`src/rtl/ppu_scanline_det_pkg.sv`:
```
// rtl/ppu_scanline_det_pkg.sv - shared mapper constants for the scanline detector
package ppu_scanline_det_pkg;

    localparam logic [1:0] NT_SEL      = 2'b10;
    localparam int         IDLE_M2_DEF = 3;

    function automatic logic is_nametable(input logic [13:0] addr);
        return addr[13:12] == NT_SEL;
    endfunction

endpackage

```
`src/rtl/ppu_scanline_det_sync_edge.sv`:
```
// rtl/ppu_scanline_det_sync_edge.sv - 2-flop synchroniser with selectable edge pulse
module sync_edge #(
    parameter logic RST_VAL  = 1'b0,
    parameter bit   DET_RISE = 1'b1
) (
    input  logic clk,
    input  logic rst,
    input  logic din,
    output logic pulse
);

    logic s1;
    logic s2;
    logic s3;

    // s3 resets to the same level so leaving reset never fakes an edge
    always_ff @(posedge clk) begin
        if (rst) begin
            s1 <= RST_VAL;
            s2 <= RST_VAL;
            s3 <= RST_VAL;
        end else begin
            s1 <= din;
            s2 <= s1;
            s3 <= s2;
        end
    end

    always_comb begin
        pulse = 1'b0;
        if (DET_RISE) pulse = s2 & ~s3;
        else          pulse = ~s2 & s3;
    end

endmodule

```
`src/rtl/ppu_scanline_det.sv`:
```
// rtl/ppu_scanline_det.sv - scanline boundary detector from triple nametable fetches
module ppu_scanline_det
    import ppu_scanline_det_pkg::*;
#(
    parameter int IDLE_M2 = IDLE_M2_DEF
) (
    input  logic        clk,
    input  logic        map_rst,
    input  logic        cpu_m2,
    input  logic        ppu_oe,
    input  logic [13:0] ppu_addr,
    output logic        line_tick,
    output logic        frame_start,
    output logic        in_frame,
    output logic [7:0]  scanline
);

    localparam int IDLE_W = $clog2(IDLE_M2 + 1);
    localparam logic [IDLE_W-1:0] IDLE_MAX = IDLE_W'(IDLE_M2);

    logic              rd_strobe;
    logic              m2_fall;
    logic [13:0]       addr_d1;
    logic [13:0]       addr_d2;
    logic [13:0]       last_addr;
    logic [1:0]        match_ctr;
    logic [IDLE_W-1:0] idle_ctr;

    logic              addr_match;
    logic              boundary;
    logic [1:0]        match_next;
    logic [IDLE_W-1:0] idle_next;
    logic              idle_hit;

    sync_edge #(.RST_VAL(1'b1), .DET_RISE(1'b1)) u_oe_sync (
        .clk   (clk),
        .rst   (map_rst),
        .din   (ppu_oe),
        .pulse (rd_strobe)
    );

    sync_edge #(.RST_VAL(1'b0), .DET_RISE(1'b0)) u_m2_sync (
        .clk   (clk),
        .rst   (map_rst),
        .din   (cpu_m2),
        .pulse (m2_fall)
    );

    // Address follows the same two-stage delay so it lines up with rd_strobe
    always_ff @(posedge clk) begin
        if (map_rst) begin
            addr_d1 <= '0;
            addr_d2 <= '0;
        end else begin
            addr_d1 <= ppu_addr;
            addr_d2 <= addr_d1;
        end
    end

    always_comb begin
        addr_match = (addr_d2 == last_addr) && is_nametable(addr_d2);
        boundary   = rd_strobe && addr_match && (match_ctr == 2'd1);
        match_next = 2'd0;
        if (addr_match) begin
            match_next = (match_ctr == 2'd2) ? 2'd2 : match_ctr + 2'd1;
        end
    end

    // A read strobe always wins over an M2 fall in the same cycle
    always_comb begin
        idle_next = idle_ctr;
        if (rd_strobe) begin
            idle_next = '0;
        end else if (m2_fall && (idle_ctr != IDLE_MAX)) begin
            idle_next = idle_ctr + 1'b1;
        end
        idle_hit = (idle_next == IDLE_MAX);
    end

    always_ff @(posedge clk) begin
        if (map_rst) begin
            last_addr   <= '0;
            match_ctr   <= '0;
            idle_ctr    <= '0;
            line_tick   <= 1'b0;
            frame_start <= 1'b0;
            in_frame    <= 1'b0;
            scanline    <= '0;
        end else begin
            line_tick   <= 1'b0;
            frame_start <= 1'b0;
            idle_ctr    <= idle_next;
            if (rd_strobe) begin
                last_addr <= addr_d2;
                match_ctr <= match_next;
                if (boundary) begin
                    line_tick <= 1'b1;
                    if (!in_frame) begin
                        in_frame    <= 1'b1;
                        scanline    <= '0;
                        frame_start <= 1'b1;
                    end else begin
                        scanline <= scanline + 8'd1;
                    end
                end
            end else if (idle_hit) begin
                in_frame  <= 1'b0;
                scanline  <= '0;
                match_ctr <= '0;
            end
        end
    end

endmodule

```
`config.mk`:
```
export PLATFORM = sky130hd
export DESIGN_NAME = ppu_scanline_det
export DESIGN_NICKNAME = d
export VERILOG_FILES = /design/src/rtl/ppu_scanline_det_pkg.sv /design/src/rtl/ppu_scanline_det_sync_edge.sv /design/src/rtl/ppu_scanline_det.sv
export SDC_FILE = /design/constraint.sdc
export NUM_CORES = 1
export LEC_CHECK = 0
export BUFFER_PORTS_ARGS = -buffer_cell sky130_fd_sc_hd__buf_2
export CORE_MARGIN = 8
export CORE_UTILIZATION = 53
export CTS_BUF_LIST = sky130_fd_sc_hd__clkbuf_4
export DETAILED_ROUTE_END_ITERATION = 6
export HOLD_SLACK_MARGIN = 0.1
export PLACE_DENSITY = 0.78
export SETUP_SLACK_MARGIN = 0.1
export SLEW_MARGIN = 20
export SYNTH_ARGS = -nofsm -noshare
export SYNTH_HDL_FRONTEND = slang
export SYNTH_HIERARCHICAL = 1
export SYNTH_SLANG_ARGS = --single-unit
```
`constraint.sdc`:
```
create_clock -name clk -period 1.58 [get_ports clk]
set_clock_uncertainty 0.1 [all_clocks]
set_input_delay 0.474 -clock clk [delete_from_list [all_inputs] [get_ports clk]]
set_output_delay 0.474 -clock clk [all_outputs]
set_load 0.005 [all_outputs]
```
==> results.md <==
* Crit path max fanout at 2
* Synth Flop Type: dfxtp_1
* Failing checks: setup timing
* R2r setup slk at -0.25 ns
* R2R cell count at 6
* PnR worst setup slack at -0.2527 ns
* Min-delay worst type: in -> reg
* # hold bufs at CTS at 0
* Routability Congestion at between 0.7 and 0.8
* Detail Route Antenna Nets at 0
* Drt wl/cell at 12.78 um
* Gr usage total at around 12%
* Crit path time final at roughly 1.8 ns
* WHS Path Cells at 2
* H-tree Lvls at 3
* Final Hold Viols at 0
* Share of layout cells above drive strength 1 at 37.77%
* Delay-heaviest family, CP: simple AND/OR/NAND/NOR gates
* R2R Path Start: addr_d2[4]
* Critical Path Start Type: flop
* CTS Sinks at 63
* Site row count at 24
* DR vias/cell at roughly 5
* Hold slack final at roughly 0.17 ns
* Worst setup path class: reg -> reg
* Vias post-DR at 1,656
* # IOs at 29
* Total Wirelength at 4.219 mm
* Die H at between 80 and 90 um
* Vias in the first global route at 1,577
* Slew margin rel. at 71.56%
* Worst Hold Path EP: u_oe_sync/s1
* Avg Synthesized Cell Area at 10.77 sq um
* Initial antenna violation count at 0
* Buffers plus inverters on the worst setup path at 1
* Fmax at 545.6 MHz
* Grt total ovfl at 0
* Outcome: complete, but fails checks
* # diodes at 0
* # DRC at 0
* Max-cap viol count at 0
* Clk slew on worst S/H paths at around 0.10 ns
* FF-to-FF End: scanline[3]
* Yosys warning total at 6
* Hold Crit Start: ppu_oe
* Cell Pwr Density at 939.3 nW/um^2
* Period utilization at 116.0%
* Post-Synthesis Cell Area at 2349 sq um
* Worst Setup End Kind: flop
* Fin nets at 295
* Setup-failing EPs final at 11
* CTS tree: yes
* Area grow syn2layout at 28.40%
* Critical Path RT at 1.81 ns
* FILL cells at 345
* First-pass GRT wire length at 6.465 mm
* Netlist cell types at 40
* Top cells by area, synth: dfxtp_1 (54%), nor2b_1 (10%), mux2i_1 (6.0%)
* Yosys reg bits at 63
* Syn_nets at 240
* Root Driver: clkbuf_4
* Crit path cell chain: xor2_2 -> nor4_4 -> buf_4 -> nand3_2 -> or4_4 -> o2bb2ai_4
* Asr flop ratio synth at 0%
* Most frequent cell after synthesis: dfxtp_1
* Top cell type's share of synthesized area at 53.70%
* Worst VDD drop at 0.0006010 V
* Port bufs at 28
* RSZ-0062 raised after global routing: true
* Synthesized instance count at about 220
* Die width at 82.57 um
* Pre-antenna DRT Iters at 4
* Least-Margin Pin Slew at 0.4265 ns
* DP HPWL at 2.652 mm
* Iter 0 DRT Violations at 78
* Largest net degree at the start of global routing at 45
* Post-synthesis sequential area ratio at between 50% and 60%
* Total Power at 2.832 mW
* Final slew viol count at 0
* Initial Util at 54.31%
* Biggest area consumer among synthesized cells: dfxtp_1
* Synth top cells by count: dfxtp_1 (63), nor2b_1 (38), nor2_1 (20)
* LEAKAGE at 1.353 nW
* EDFF count, synth at 0
* Total core area at 4324 sq um
* Slowest CP cell: or4_4
* Die area at 6817 sq um
* Max Root-Sink Buffers at 2
* Core Util, Final at a little over two thirds
* Worst path max stage delay at 0.47 ns
* CP arrival at 2.06 ns
* Worst skew pair latency at 0.39 ns
* Cts bufs inserted at 9
==> what timing repair did <==
item | 4_1_cts | 5_1_grt
cloned | 0 | 1
endpoints found under the setup margin | 22 | 21
gates resized for setup | 13 | 27
pin swaps | 1 | 15
buffers inserted | 2 | 5
==> cell usage in the layout, fill, tap and decap left out, types with 3 or more instances in the layout <==
cell type  count
xnor2_1        6
inv_1          4
buf_2         24
dfxtp_2       12
a21o_1         4
clkbuf_4      11
and2_1         3
or2_1          3
buf_4         21
nand2b_1       4
nor3_1         4
ha_1           3
buf_6          7
dfxtp_1       49
clkinv_2       3
o211a_1        4
mux2i_1       14
nor2b_1       36
xor2_1         5
nor2_1        19
==> power breakdown <==
part           internal, mW  total [mW]  switching, mW  leakage (nW)
Combinational        0.0835       0.159         0.0754         0.753
Sequential             1.63        1.64         0.0168         0.522
Clock                 0.506        1.03          0.524        0.0780
==> cells by family (layout without fill, tap and decap cells) <==
logic type               count (synthesis)  in the layout  synth area share [%]
buffers and inverters                   12             72                 2.290
multiplexers                            15             15                 6.446
adder cells (fa/ha/maj)                  4              4                 2.131
XOR/XNOR                                12             12                 4.475
flip-flops                              63             63                 53.70
AND/OR/NAND/NOR                         91             91                 23.02
AO/OA/AOI/OAI                           21             21                 7.939
==> sequential cells by signal (all words and copies together) (netlist names) <==
name and count:
u_oe_sync/s3 1, addr_d1 14, last_addr 14, u_m2_sync/s2 1, in_frame 1, line_tick 1, addr_d2 14, u_oe_sync/s2 1
u_m2_sync/s1 1, frame_start 1, scanline 8, idle_ctr 2, u_m2_sync/s3 1, u_oe_sync/s1 1, match_ctr 2
==> final cells by class <==
cell class              count  area, sq um  share of cell area [%]
well taps                  52        65.06                   2.158
inverters                   4        15.01                  0.4979
clock inverters             5        48.80                   1.618
multi-input cells         143         1164                   38.59
repair buffers             52        356.6                   11.83
flip-flops and latches     63         1284                   42.57
clock buffers              11        82.58                   2.739
==> worst register-to-register path: stages (launching register included) <==
cell and delay (ns):
dfxtp_2 0.34, xor2_2 0.18, nor4_4 0.31, buf_4 0.16, nand3_2 0.04, or4_4 0.47, o2bb2ai_4 0.17
==> how the worst max path moves through the flow <==
| stage | start | to | slack (ns) | depth (start not counted) |
|---|---|---|---|---|
| finish | addr_d2[4] | scanline[3] | -0.25 | 6 |
| global route | addr_d2[4] | scanline[3] | -0.32 | 6 |
| CTS | last_addr[4] | scanline[3] | -0.19 | 6 |
| detailed placement | last_addr[3] | scanline[6] | -0.17 | 6 |
| global placement | last_addr[3] | scanline[6] | -0.17 | 6 |
| floorplan | last_addr[3] | scanline[0] | -0.07 | 6 |
==> through the flow <==
step | setup WS [ns] | TNS [ns] | cells | instance area, sq um
global route | -0.3188 | -2.396 | 330 | 3015
detailed placement | -0.1710 | -1.248 | 306 | 2664
floorplan | -0.07298 | -0.1123 | 218 | 2379
global placement | -0.1731 | -0.9935 | 306 | 2664
CTS | -0.1945 | -1.622 | 324 | 2840
finish | -0.2527 | -1.204 | 330 | 3015
==> per-layer routing <==
layer  global-route usage, %  vias up  share of wire, %
met5                       0        -                 0
li1                        -      843                 -
met3                   4.545        7               6.0
met4                   6.724        0               1.8
met1                   13.32      765                43
met2                   20.52       41                49
Note: power is estimated with default switching activity, not from simulation.
